**src/rtl/prio_encoder_rr_if.sv**
```systemverilog
// Request/result bundle for the round-robin priority encoder.
// The master side drives requests and accepts results; the slave side is the encoder.
interface prio_encoder_rr_if #(
  parameter int unsigned N = 8
);
  localparam int unsigned IDXW = $clog2(N);

  logic [N-1:0]    din;
  logic            mode;
  logic            out_ready;
  logic [IDXW-1:0] y;
  logic            valid;
  logic            multi;
  logic [IDXW-1:0] ptr;

  modport master (
    output din, mode, out_ready,
    input  y, valid, multi, ptr
  );

  modport slave (
    input  din, mode, out_ready,
    output y, valid, multi, ptr
  );
endinterface

```
**src/rtl/prio_encoder_rr.sv**
```systemverilog
// Registered priority encoder with fixed or round-robin selection and a one-deep
// valid/ready output hold stage.
module prio_encoder_rr #(
  parameter int unsigned N = 8
) (
  input logic            clk,
  input logic            rst_n,
  prio_encoder_rr_if.slave bus
);
  localparam int unsigned IDXW = $clog2(N);

  typedef enum logic {StIdle, StHold} state_e;

  state_e          state_q, state_d;
  logic [IDXW-1:0] y_q, y_d;
  logic [IDXW-1:0] ptr_q, ptr_d;
  logic            multi_q, multi_d;
  logic [IDXW-1:0] base;
  logic [IDXW-1:0] sel_idx;
  logic            found;
  logic            accept;
  logic            capture;
  int unsigned     idx;

  always_comb begin
    accept  = (state_q == StHold) && bus.out_ready;
    ptr_d   = ptr_q;
    if (accept) begin
      ptr_d = (y_q == IDXW'(N - 1)) ? '0 : y_q + IDXW'(1);
    end

    // A same-edge recapture searches from the already-advanced pointer.
    base    = bus.mode ? ptr_d : '0;
    sel_idx = '0;
    found   = 1'b0;
    idx     = 0;
    for (int unsigned i = 0; i < N; i++) begin
      idx = int'(base) + i;
      if (idx >= N) idx = idx - N;
      if (!found && bus.din[IDXW'(idx)]) begin
        found   = 1'b1;
        sel_idx = IDXW'(idx);
      end
    end

    capture = (bus.din != '0) && ((state_q == StIdle) || accept);
    state_d = state_q;
    y_d     = y_q;
    multi_d = multi_q;
    if (capture) begin
      state_d = StHold;
      y_d     = sel_idx;
      multi_d = (bus.din & (bus.din - N'(1))) != '0;
    end else if (accept) begin
      state_d = StIdle;
    end
  end

  always_ff @(posedge clk or negedge rst_n) begin
    if (!rst_n) begin
      state_q <= StIdle;
      y_q     <= '0;
      ptr_q   <= '0;
      multi_q <= 1'b0;
    end else begin
      state_q <= state_d;
      y_q     <= y_d;
      ptr_q   <= ptr_d;
      multi_q <= multi_d;
    end
  end

  assign bus.valid = (state_q == StHold);
  assign bus.y     = y_q;
  assign bus.multi = multi_q;
  assign bus.ptr   = ptr_q;
endmodule

```
**src/flat_wrapper.sv**
```systemverilog
// flat-port wrapper written by rule: the top's interface ports become plain ports
module prio_encoder_rr_flat 
#(
  parameter int unsigned N = 8
)
  (clk, rst_n, bus_din, bus_mode, bus_out_ready, bus_y, bus_valid, bus_multi, bus_ptr);
  prio_encoder_rr_if #(.N(N)) bus_i ();
  input logic clk;
  input logic rst_n;
  input wire logic [$bits(bus_i.din)-1:0] bus_din;
  input wire logic [$bits(bus_i.mode)-1:0] bus_mode;
  input wire logic [$bits(bus_i.out_ready)-1:0] bus_out_ready;
  output wire logic [$bits(bus_i.y)-1:0] bus_y;
  output wire logic [$bits(bus_i.valid)-1:0] bus_valid;
  output wire logic [$bits(bus_i.multi)-1:0] bus_multi;
  output wire logic [$bits(bus_i.ptr)-1:0] bus_ptr;
  assign bus_i.din = bus_din;
  assign bus_i.mode = bus_mode;
  assign bus_i.out_ready = bus_out_ready;
  assign bus_y = bus_i.y;
  assign bus_valid = bus_i.valid;
  assign bus_multi = bus_i.multi;
  assign bus_ptr = bus_i.ptr;
  prio_encoder_rr #(.N(N)) u_core (.clk(clk), .rst_n(rst_n), .bus(bus_i));
endmodule
```
**config.mk**
```make
export PLATFORM = sky130hd
export DESIGN_NAME = prio_encoder_rr_flat
export DESIGN_NICKNAME = d
export VERILOG_FILES = /design/src/rtl/prio_encoder_rr_if.sv /design/src/rtl/prio_encoder_rr.sv /design/src/flat_wrapper.sv
export SDC_FILE = /design/constraint.sdc
export NUM_CORES = 1
export LEC_CHECK = 0
export ABC_AREA = 1
export CAP_MARGIN = 15
export CORE_AREA = 4 4 55 57
export CTS_CLUSTER_DIAMETER = 200
export DETAILED_ROUTE_END_ITERATION = 7
export DIE_AREA = 0 0 59 61
export PLACE_DENSITY = 0.79
export SLEW_MARGIN = 10
export SYNTH_ARGS = -nofsm -noshare
export SYNTH_HDL_FRONTEND = slang
export SYNTH_SLANG_ARGS = --single-unit
```
**constraint.sdc**
```tcl
create_clock -name clk -period 4 [get_ports clk]
set_clock_uncertainty 0.15 [all_clocks]
set_input_delay 0.8 -clock clk [delete_from_list [all_inputs] [get_ports clk]]
set_output_delay 0.8 -clock clk [all_outputs]
set_load 0.02 [all_outputs]
```
==> results by group <==
Timing
  – Final setup vio count: 0
  – Final hold viol count: 0
  – Min cycle time layout: 3.41 ns
  – Setup WS post-layout: slightly below 0.6 ns
  – Worst slew pin tran: 0.365 ns
  – Max frequency: 0.293 GHz
  – RSZ-0062 raised after global routing: false
  – WHS: 0.364 ns
  – Period utilization: approximately 85%
  – Relative slew slack: 75.6%
  – Setup Total Neg Slack: 0 ns
  – Max Slew Vio Count: 0

Logic synthesis
  – Synth top area share: between 15 and 20%
  – Syn_area_per_cell: ~6 um^2
  – Synth Instances: 226
  – Ys async rst share: 100%
  – Cell accounting for the most synthesized area: nand2_1
  – Flops & latches, synth: 8
  – Synth cell types: 29
  – Count leader, synth: nand2_1
  – Mapped cell area: 1360 um^2
  – Syn. warnings: 0
  – Most common flop cell mapped by yosys: dfrtp_1
  – Post-Syn Nets: 242
  – Post-synth EDFFs: 0
  – Sequential area share after synthesis: 14.7%
  – Most frequent cells after synthesis: nand2_1 (57), nand3_1 (39), inv_1 (29), nor2_1 (20)
  – Top post-synthesis cells by area: nand2_1 (16%), dfrtp_1 (15%), nand3_1 (14%), inv_1 (8.0%), nand2_2 (5.5%)

Critical path
  – CP required: 4.00 ns
  – Worst-path maximum fanout: 13
  – Critical path's most frequent cell: nand2_1
  – Slowest cell delay on critical path: 0.49 ns
  – Worst Path Arrival: 3.41 ns
  – Setup Crit Path Kind: in2reg
  – Worst setup SP type: input port
  – Crit-path slowest cell: clkdlybuf4s50_1
  – CP endpoint kind: register
  – Cell breakdown of the critical path: clkdlybuf4s50_1 -> nand2_2 -> nand2_1 -> nand3_4 -> inv_2 -> ha_1 -> inv_1 -> nand3_1 -> nand2_1 -> nand2_1 -> nand2_1 -> inv_1 -> a21oi_1 -> nand2_1 -> inv_1 -> nand3_1 -> nand3_1 -> nand2_1

Power
  – Cell-internal power: 0.481 mW
  – Clk network pwr share: under 10%
  – Max IR drop VDD: between 0.0004 and 0.0005 V
  – P per Cell Area: 719 nW/um^2
  – Part of the power in combinational logic: around 82%
  – Switching share of power: between 50 and 60%
  – P_sw: 0.653 mW
  – Seq pwr share: roughly 12%
  – Leakage power: 0.822 nW

Die
  – Die ar.: 3600 um^2
  – Die Y: 61 um
  – Core area: between 2000 and 2500 um^2
  – # rows: 18
  – Initial Util: a little over half
  – Die Wd: a little under 60 um
  – # IOs: 20

Final layout
  – Fill count: around 240
  – Nets: 263
  – Antenna fix cells: 0
  – Layout cells sized above 1: 14.3%
  – Area growth from synthesis to layout: 16.1%

Placed design
  – Post-DP HPWL: 2750 um
  – Placement Setup Slack: 0.360 ns
  – PortBufs: 19
  – Placer congestion estimate: 0.874

Worst hold path
  – Hold Path Class: reg2reg

CTS
  – CTS Buffer Depth: 2
  – TritonCTS clock tree: done
  – Clock Latency Late Sink: between 0.2 and 0.3 ns
  – Clock slew at reported path FFs: around 0.05 ns
  – Total CTS buffers: 3
  – CTS H-Tree Depth: 1
  – Resized cells post-CTS: 0
  – Root Buffer: clkbuf_4
  – Hold_buf cts: 0
  – Clock sink total: 8
  – Post-CTS Setup Bufs: 0

Route
  – Pre-antenna DRT Iters: 4
  – Post-DRT Antenna Nets: 0
  – Vias after detailed routing: between 1500 and 2000
  – WL/cell: 11.8 um
  – Avg Vias per Cell: 5.48
  – Post-Route WL: 3250 um
  – Post-route DRC: 0
  – Starting DRT DRC Count: 70

Global routing
  – Largest net degree at the start of global routing: 15
  – Antenna violations before repair: 0
  – Vias in the first global route: between 1000 and 1500
  – First-pass GRT wire length: 5660 um
  – Grt total ovfl: 0
  – GRT Total Usage: 20.2%

Outcome
  – Status: completed

Flow run
  – Maxcap violations: 0
through the flow:
step	instances	utilization (%)	power, mW	instance area [um^2]
3_3_place_gp	272	62.8	1.06	1560
3_5_place_dp	272	62.8	1.07	1560
5_1_grt	275	63.7	1.26	1580
6_report	275	63.7	1.13	1580
4_1_cts	275	63.7	1.13	1580
2_1_floorplan	226	-	0.863	1360
critical path, delay by kind of cell:
kind / cells / cell delay (ns)
buffers and inverters: 5 / 1.06
adder cells (fa/ha/maj): 1 / 0.27
AND/OR/NAND/NOR: 11 / 1.12
AO/OA/AOI/OAI: 1 / 0.16
power by group through the flow:
stage / Clock [mW] / Combinational (mW) / Sequential [mW]
after global routing: 0.0732 / 1.04 / 0.144
final: 0.0648 / 0.931 / 0.139
after CTS: 0.0679 / 0.928 / 0.139
after floorplan: 0 / 0.687 / 0.177
after global placement: 0 / 0.924 / 0.139
after detailed placement: 0 / 0.925 / 0.140
final cells by class:
class	count	area [um^2]	share of cell area, %
Inverter	32	124	7.85
Timing Repair Buffer	23	220	14.0
Sequential cell	8	200	12.7
Tap cell	30	37.5	2.38
Clock buffer	3	22.5	1.43
Multi-Input combinational cell	179	973	61.7
per-layer routing:
metal	part of all wire [%]	track usage, %
met5	0	0
met3	3.5	2.55
met2	47	33.1
met4	2.2	7.12
met1	48	27.2
flip-flops by register name (all words and copies together) (netlist names):
signal	flops
u_core.bus.ptr	3
u_core.bus.y	3
u_core.bus.valid	1
u_core.bus.multi	1
path summary, 6_finish.rpt:
check                           startpoint               end  slack, ns  cells after the start
max                          bus_out_ready   u_core.bus.y[0]       0.59                     18
min                        u_core.bus.y[2]   u_core.bus.y[2]       0.36                      2
max reg2reg                u_core.bus.y[0]   u_core.bus.y[0]       0.81                     20
min reg2reg                u_core.bus.y[2]   u_core.bus.y[2]       0.36                      2
max in group asynchronous            rst_n   u_core.bus.y[0]       2.77                      1
min in group asynchronous            rst_n  u_core.bus.valid       0.67                      1
cell usage in the layout (no fill, tap or decap), types with 4 or more instances in the layout:
| cell | n |
|---|---|
| o21ai_0 | 5 |
| nor2_1 | 20 |
| nand4_1 | 12 |
| inv_1 | 29 |
| a21oi_1 | 5 |
| nand2_1 | 57 |
| clkdlybuf4s50_1 | 19 |
| nand3_1 | 39 |
| buf_4 | 4 |
| nand2_2 | 12 |
| nand3_2 | 5 |
| dfrtp_1 | 8 |
| ha_1 | 4 |
kinds of logic after synthesis:
| kind of cell | share of synthesized area (%) |
|---|---|
| AO/OA/AOI/OAI | 7.46 |
| XOR/XNOR | 1.93 |
| adder cells (fa/ha/maj) | 3.68 |
| flip-flops | 14.7 |
| AND/OR/NAND/NOR | 58.6 |
| buffers and inverters | 13.6 |
Power figures use the tool's default switching activity.
